### config.mk
export PLATFORM = sky130hd
export DESIGN_NAME = inta_sequencer
export DESIGN_NICKNAME = d
export VERILOG_FILES = /design/src/rtl/inta_sequencer.sv
export SDC_FILE = /design/constraint.sdc
export NUM_CORES = 1
export LEC_CHECK = 0
export CAP_MARGIN = 20
export CORE_MARGIN = 4
export CORE_UTILIZATION = 65
export CTS_CLUSTER_SIZE = 30
export DETAILED_ROUTE_END_ITERATION = 12
export DONT_BUFFER_PORTS = 1
export PLACE_DENSITY = 0.81
export SLEW_MARGIN = 10
export SYNTH_ARGS = -nofsm -noshare
export SYNTH_HDL_FRONTEND = slang
export SYNTH_SLANG_ARGS = --single-unit
### constraint.sdc
create_clock -name clk -period 2.3 [get_ports clk]
set_input_delay 0.46 -clock clk [delete_from_list [all_inputs] [get_ports clk]]
set_output_delay 0.46 -clock clk [all_outputs]
set_load 0.01 [all_outputs]
### src/rtl/inta_sequencer.sv
// 8259 interrupt-acknowledge sequencer (8086 mode): raises INT, tracks the
// two INTA pulses, latches the winning IR, pulses ISR-set/IRR-clear, drives
// the master cascade ID and the vector byte, and issues automatic EOI.
//
// Ports:
//   clk, reset        system clock, synchronous active-high reset
//   inta_n            CPU INTA pin (active-low, asynchronous)
//   int_req, int_id   priority resolver request and winning IR
//   icw2_base         ICW2 T7..T3
//   icw3_slaves       master ICW3 (bit n = IRn has a slave)
//   sngl, sp, aeoi    ICW1 SNGL, SP/EN pin, ICW4 AEOI
//   vec_flag          cascade stage: slave ID matches casc lines
//   int_out           INT to CPU
//   isr_set, irr_clr  one-cycle pulses for bit isr_id
//   isr_id            latched IR number
//   auto_eoi          one-cycle pulse: clear ISR bit isr_id
//   casc_out, casc_oe cascade ID and master drive enable
//   data_out, data_oe vector byte and data bus drive enable
//   busy              sequencer not idle
module inta_sequencer #(
    parameter int         SYNC_STAGES = 2,
    parameter logic [2:0] SPURIOUS_ID = 3'd7
) (
    input  logic       clk,
    input  logic       reset,
    input  logic       inta_n,
    input  logic       int_req,
    input  logic [2:0] int_id,
    input  logic [4:0] icw2_base,
    input  logic [7:0] icw3_slaves,
    input  logic       sngl,
    input  logic       sp,
    input  logic       aeoi,
    input  logic       vec_flag,
    output logic       int_out,
    output logic       isr_set,
    output logic       irr_clr,
    output logic [2:0] isr_id,
    output logic       auto_eoi,
    output logic [2:0] casc_out,
    output logic       casc_oe,
    output logic [7:0] data_out,
    output logic       data_oe,
    output logic       busy
);

    typedef enum logic [2:0] {
        IDLE, WAIT1, PULSE1, WAIT2, PULSE2
    } state_t;

    state_t state, state_n;

    logic [SYNC_STAGES-1:0] sync;
    logic fall, rise, master, slave;
    logic spur, spur_n;
    logic int_out_n, isr_set_n, irr_clr_n, auto_eoi_n;
    logic casc_oe_n, data_oe_n;
    logic [2:0] isr_id_n, casc_out_n, latch_id;
    logic [7:0] data_out_n;

    // Flops preset high so reset never looks like an INTA edge.
    always_ff @(posedge clk) begin
        if (reset) sync <= '1;
        else       sync <= {sync[SYNC_STAGES-2:0], inta_n};
    end

    assign fall   = sync[SYNC_STAGES-1] & ~sync[SYNC_STAGES-2];
    assign rise   = ~sync[SYNC_STAGES-1] & sync[SYNC_STAGES-2];
    assign master = ~sngl & sp;
    assign slave  = ~sngl & ~sp;
    assign busy   = (state != IDLE);

    // A request that vanished before the first INTA is reported as IR7.
    assign latch_id = int_req ? int_id : SPURIOUS_ID;

    always_comb begin
        state_n    = state;
        spur_n     = spur;
        int_out_n  = int_out;
        isr_set_n  = 1'b0;
        irr_clr_n  = 1'b0;
        auto_eoi_n = 1'b0;
        isr_id_n   = isr_id;
        casc_out_n = casc_out;
        casc_oe_n  = casc_oe;
        data_out_n = data_out;
        data_oe_n  = data_oe;
        unique case (state)
            IDLE: begin
                int_out_n = int_req;
                if (int_req) state_n = WAIT1;
            end
            WAIT1: begin
                int_out_n = 1'b1;
                if (fall) begin
                    isr_id_n = latch_id;
                    spur_n   = ~int_req;
                    if (master) begin
                        casc_oe_n  = 1'b1;
                        casc_out_n = icw3_slaves[latch_id]
                                     ? latch_id : 3'd0;
                    end
                    state_n = PULSE1;
                end
            end
            PULSE1: begin
                if (rise) begin
                    if (slave && !vec_flag) begin
                        // Another slave owns this cycle.
                        state_n = IDLE;
                    end else begin
                        int_out_n = 1'b0;
                        isr_set_n = ~spur;
                        irr_clr_n = ~spur;
                        state_n   = WAIT2;
                    end
                end
            end
            WAIT2: begin
                if (fall) begin
                    data_out_n = {icw2_base, isr_id};
                    // A cascaded slave supplies the vector itself.
                    data_oe_n  = ~(master & icw3_slaves[isr_id]);
                    state_n    = PULSE2;
                end
            end
            PULSE2: begin
                if (rise) begin
                    data_oe_n  = 1'b0;
                    casc_oe_n  = 1'b0;
                    casc_out_n = 3'd0;
                    auto_eoi_n = aeoi & ~spur;
                    state_n    = IDLE;
                end
            end
            default: state_n = IDLE;
        endcase
    end

    always_ff @(posedge clk) begin
        if (reset) begin
            state    <= IDLE;
            spur     <= 1'b0;
            int_out  <= 1'b0;
            isr_set  <= 1'b0;
            irr_clr  <= 1'b0;
            auto_eoi <= 1'b0;
            isr_id   <= 3'd0;
            casc_out <= 3'd0;
            casc_oe  <= 1'b0;
            data_out <= 8'd0;
            data_oe  <= 1'b0;
        end else begin
            state    <= state_n;
            spur     <= spur_n;
            int_out  <= int_out_n;
            isr_set  <= isr_set_n;
            irr_clr  <= irr_clr_n;
            auto_eoi <= auto_eoi_n;
            isr_id   <= isr_id_n;
            casc_out <= casc_out_n;
            casc_oe  <= casc_oe_n;
            data_out <= data_out_n;
            data_oe  <= data_oe_n;
        end
    end

endmodule

[Yosys cells after proc, flatten, opt, wreduce, memory -nomap -nowiden]
Index checks and enable logic that the tools add are counted.
Operators by class
  mux-type cells: 25
  order comparisons: 2
  reduce and logical (&&, ||, !) cells: 15
  bitwise operators: 16
  eq/ne operators: 11
Operators with widths (number)
  two-way mux 3 bit: 9
  case mux 3 bit (5 select lines): 1
  != test 2 bit (second input constant): 7
  inverter 1 bit: 10
  less-than comparator 3 x 4 -> 1 bit (second input constant): 2
  two-way mux 1 bit: 8
  AND 1 bit: 6
  binary-select mux 1 bit (select 3 bit): 2
  equality test 3 x 2 -> 1 bit (second input constant): 2
  case mux 3 bit (2 select lines): 1
  AND reduction 3 bit: 2
  nonzero test 3 bit: 2
  AND reduction 5 bit: 1
  case mux 1 bit (2 select lines): 2
  AND reduction 2 bit: 2
  AND reduction 4 bit: 1
  nonzero test 2 bit: 2
  OR reduction 4 bit: 1
  equality test 3 x 1 -> 1 bit (second input constant): 1
  equality test 3 bit (second input constant): 1
  logical NOT 3 bit: 1
  case mux 1 bit (3 select lines): 1
  OR reduction 3 bit: 1
  two-way mux 2 bit: 1
  2 further kinds: 2
Storage, ports and cells
  output and inout bits: 21
  word-level logic and storage cells: 80
  input port bits: 24
  flip-flop bits (word level): 25

[Logic depth before layout (Yosys ltp)]
  word-level depth: 7
  mapped depth: 5
  gate-level depth less buffers: 4

[Worst setup path after synthesis]
No wires, ideal clock.
  path kind: input-to-reg
  start: in int_id[0]
  end: reg casc_out[2]
  buffers on the path: 0
  cell stages on the path: 4
  arrival: 1.323 ns
  setup slack: 0.855 ns
  cell sequence: mux4_2 > and2_1 > a211oi_2 > o21ai_1
On the way
  word-level cells in the longest chain between the ends: 7
Ends and longest elaborated chain
  start: declaration: RTL line 28  | input logic [2:0] int_id,
  two-way mux 3 bit: RTL line 74  | assign latch_id = int_req ? int_id : SPURIOUS_ID;
  binary-select mux 1 bit (select 3 bit): RTL line 100  | casc_out_n = icw3_slaves[latch_id]
  two-way mux 1 bit (implied by the code): RTL line 100
  two-way mux 3 bit: RTL line 101  | ? latch_id : 3'd0;
  two-way mux 3 bit: RTL line 98  | if (master) begin
  two-way mux 3 bit: RTL line 95  | if (fall) begin
  case mux 3 bit (2 select lines): RTL line 88  | unique case (state)
  end signal: assignment: RTL line 161  | casc_out <= casc_out_n;
  end: declaration: RTL line 40  | output logic [2:0] casc_out,
Every way passes these cells. The select of a mux whose other input is x is not followed.
A chain may end at the register's enable or synchronous reset.

[Worst setup path in the final report]
  start: reg state[1]
  end: out busy
On the way
  word-level cells in the longest chain between the ends: 1
Ends and longest elaborated chain
  start: declaration: RTL line 51  | state_t state, state_n;
  start signal: assignment: RTL line 154  | state <= state_n;
  nonzero test 3 bit: RTL line 71  | assign busy = (state != IDLE);
  end: declaration: RTL line 44  | output logic busy
Every way passes these cells.

==> impl_metrics.py <==
metrics = {
    "layout": {
        "diodes": 0,
        "nFillCells": 144,
        "multi_input_area_um2": 636,
        "drive_above_1_share": 0.101,
        "finalNetCount": 154,
        "regArea_um2": 500,
        "finalNonFillerCells": 154,
        "syn2layout_area_growth_pct": 1.81,
        "fin_util": 0.694,
    },
    "critical_path": {
        "critPathSlowestCell": "dfxtp_1",
        "critPathArrivalTime_ns": 1.22,
        "required_ns": 1.84,
        "crit_path_max_incr_delay_ns": 0.46,
        "crit_path_start_kind": "register",
        "r2r_cells": 4,
        "cp_max_fo": 12,
        "cp_cell_sequence": "or3_1",
        "r2r-start": "state[2]",
        "r2r_setup_slack_ns": 0.69,
        "critical_path.endpoint_type": "output pin",
        "r2r-end": "spur",
        "worst-path-buf-inv": 0,
        "critical-path-top-delay-family": "flip-flops",
        "worstSetupPathType": "reg -> out",
    },
    "min_path": {
        "hold_path_class": "in -> reg",
        "worstHoldStart": "reset",
        "min_to": "state[2]",
        "hold_depth": 1,
    },
    "sta": {
        "max_freq_mhz": 596,
        "fin_tns_setup_ns": 0,
        "relSlewSlack": 0.724,
        "setup_viol": 0,
        "period_minus_slack_ns": 1.68,
        "tightest_slew_ns": 0.404,
        "maxSlewViolCount": 0,
        "period_share": 0.729,
        "fin_worst_skew_ns": 0.00432,
        "whs_ns": 0.202,
        "hold_violations": 0,
        "grt_setup_unrepaired": "false",
    },
    "global_route": {
        "grt_max_degree": 27,
        "globalRouteTotalUtil": 0.202,
        "grtUsageMet3": 0.0653,
        "top_usage_layer": "met2",
        "grt_pass1_wl_um": 3970,
        "use_met2": 0.339,
        "met1_usage": 0.254,
        "grt_pass1_vias": 853,
        "antenna_found_initial": 0,
        "overflow": 0,
    },
    "floorplan": {
        "boundaryPins": 45,
        "die_area_um2": 2560,
        "start_util": 0.682,
        "fp.dieW_um": 50.6,
        "fp.coreArea_um2": 1730,
        "die_h_um": 50.6,
        "std_cell_rows": 15,
    },
    "detailed_routing": {
        "wl_per_cell_um": 16.3,
        "wl_um": 2500,
        "drtPass1Iterations": 4,
        "drt-initial-drc-count": 18,
        "routed_via_density": 6.16,
        "drc": 0,
        "vias": 949,
        "antenna_left": 0,
    },
    "synth": {
        "synth_cell_types": 38,
        "synth_top_family_by_area": "simple AND/OR/NAND/NOR gates",
        "async_flop_share": 0,
        "synth_xor_area_frac": 0,
        "avgSynthCellArea_um2": 8.85,
        "synthMuxAreaShare": 0.0797,
        "yosys.area_share.simple": 0.304,
        "synth_nets": 157,
        "synth_edf_count": 0,
        "synth-compound-area-share": 0.156,
        "syn-instance-count": 133,
        "synth_area_um2": 1180,
        "yosys_warnings": 0,
        "ys_seq_area_frac": 0.425,
        "ys.flop_type": "dfxtp_1",
        "ys_ff_latch": 25,
        "synth_fa_ha_area_frac": 0,
    },
    "clock_tree": {
        "cts_setup_buffers": 0,
        "worstSkewPairLatency_ns": 0.31,
        "path_clk_slew_ns": 0.13,
        "holdBufCountCts": 0,
        "cts_tree": "done",
        "cts_buffers": 3,
        "cts_max_level": 1,
        "clock_sinks": 25,
        "ctsResizeCount": 0,
        "cts_root_buf": "clkbuf_4",
        "cts_buffer_depth": 2,
    },
    "flow_run": {
        "cap_violations": 0,
    },
    "power_and_ir_drop": {
        "power_mw": 0.710,
        "leakagePower_nw": 0.392,
        "p_per_area_nw_per_um2": 592,
        "ir_drop_mv": 0.356,
    },
    "run_status": {
        "status": "completed",
    },
    "placement": {
        "gp_congestion": 0.779,
        "hpwl_um": 1910,
        "dp_cells": 150,
        "port_buffers": 0,
    },
}
[registers in the layout, indices dropped and copies added, names as in the netlist]
| register | count |
|---|---|
| state | 3 |
| isr_id | 3 |
| sync | 2 |
| casc_oe | 1 |
| casc_out | 3 |
| data_oe | 1 |
| int_out | 1 |
| irr_clr | 1 |
| data_out | 8 |
| auto_eoi | 1 |
| spur | 1 |
[through the flow]
step                      area [um^2]  worst slack, ns
after floorplan                  1180            0.855
after global placement           1170            0.787
after CTS                        1200            0.619
final                            1200            0.623
after global routing             1200            0.473
after detailed placement         1170            0.731
[layout make-up]
cell class	instances	share of cell area
multi-input cells	99	0.530
well taps	25	0.0261
inverters	1	0.00313
clock buffers	3	0.0188
clock inverters	1	0.00418
flip-flops and latches	25	0.418
[worst reg2reg max path: stages (launching register included)]
cell      delay (ns)
dfxtp_1         0.43
or3b_4          0.47
nor3b_4         0.33
nor2_1          0.08
a211oi_1        0.21
[layout by cell type, fill, tap and decap left out, types with 2 or more instances in the layout]
cell and instances:
nor2_1 14, nor4_1 2, dfxtp_1 25, nor4bb_1 2, clkbuf_4 3, a211oi_1 5, nor2b_1 6, and2_1 2
o21ai_1 2, or2_2 2, a2111oi_0 2, nor3_1 3, a21oi_1 10, mux2i_1 6, nand3_1 6, nand2_1 16
or3_1 3
[report_power, final]
group | internal, mW | total (mW) | switching, mW | leakage [nW]
Clock | 0.0649 | 0.188 | 0.123 | 0.0177
Combinational | 0.0336 | 0.0615 | 0.0279 | 0.171
Sequential | 0.442 | 0.460 | 0.0177 | 0.203
[per-layer routing]
| metal | share of wire | vias to the layer above | routed length, um |
|---|---|---|---|
| li1 | - | 470 | - |
| met1 | 0.45 | 439 | 1130 |
| met2 | 0.47 | 38 | 1180 |
| met3 | 0.073 | 2 | 183 |
| met4 | 0.0052 | 0 | 13 |
| met5 | 0 | - | 0 |
[how the worst max path moves through the flow]
stage                     startpoint     endpoint  slack, ns  cells past startpoint
after floorplan            int_id[0]  casc_out[2]       0.85                      4
after global placement     isr_id[1]      data_oe       0.79                      4
after detailed placement    state[2]         spur       0.73                      4
after CTS                   state[1]         busy       0.62                      1
after global routing       isr_id[1]      data_oe       0.47                      4
final                       state[1]         busy       0.62                      1
[synthesized netlist by cell type, types with 2 or more instances]
cell type / n / area [um^2]
nand3_1: 6 / 30.0
nor4_1: 2 / 12.5
nor3_1: 3 / 15.0
clkbuf_1: 4 / 15.0
a2111oi_0: 2 / 17.5
nor4bb_1: 2 / 20.0
o21ai_1: 2 / 10.0
dfxtp_1: 25 / 500
a211oi_1: 5 / 37.5
mux2i_1: 6 / 60.1
buf_2: 3 / 15.0
or2_2: 2 / 12.5
a21oi_1: 10 / 50.1
or3_1: 3 / 18.8
nor2b_1: 6 / 37.5
nor2_1: 14 / 52.6
nand2_1: 16 / 60.1
and2_1: 2 / 12.5
[cells by family (layout without fill, tap and decap cells)]
logic type             Yosys count  in the layout
AOI/OAI and AO/OA               27             27
buffers and inverters            9              5
DFF                             25             25
muxes                            8              8
and+or+nand+nor                 64             64
Note: power is estimated with default switching activity, not from simulation.
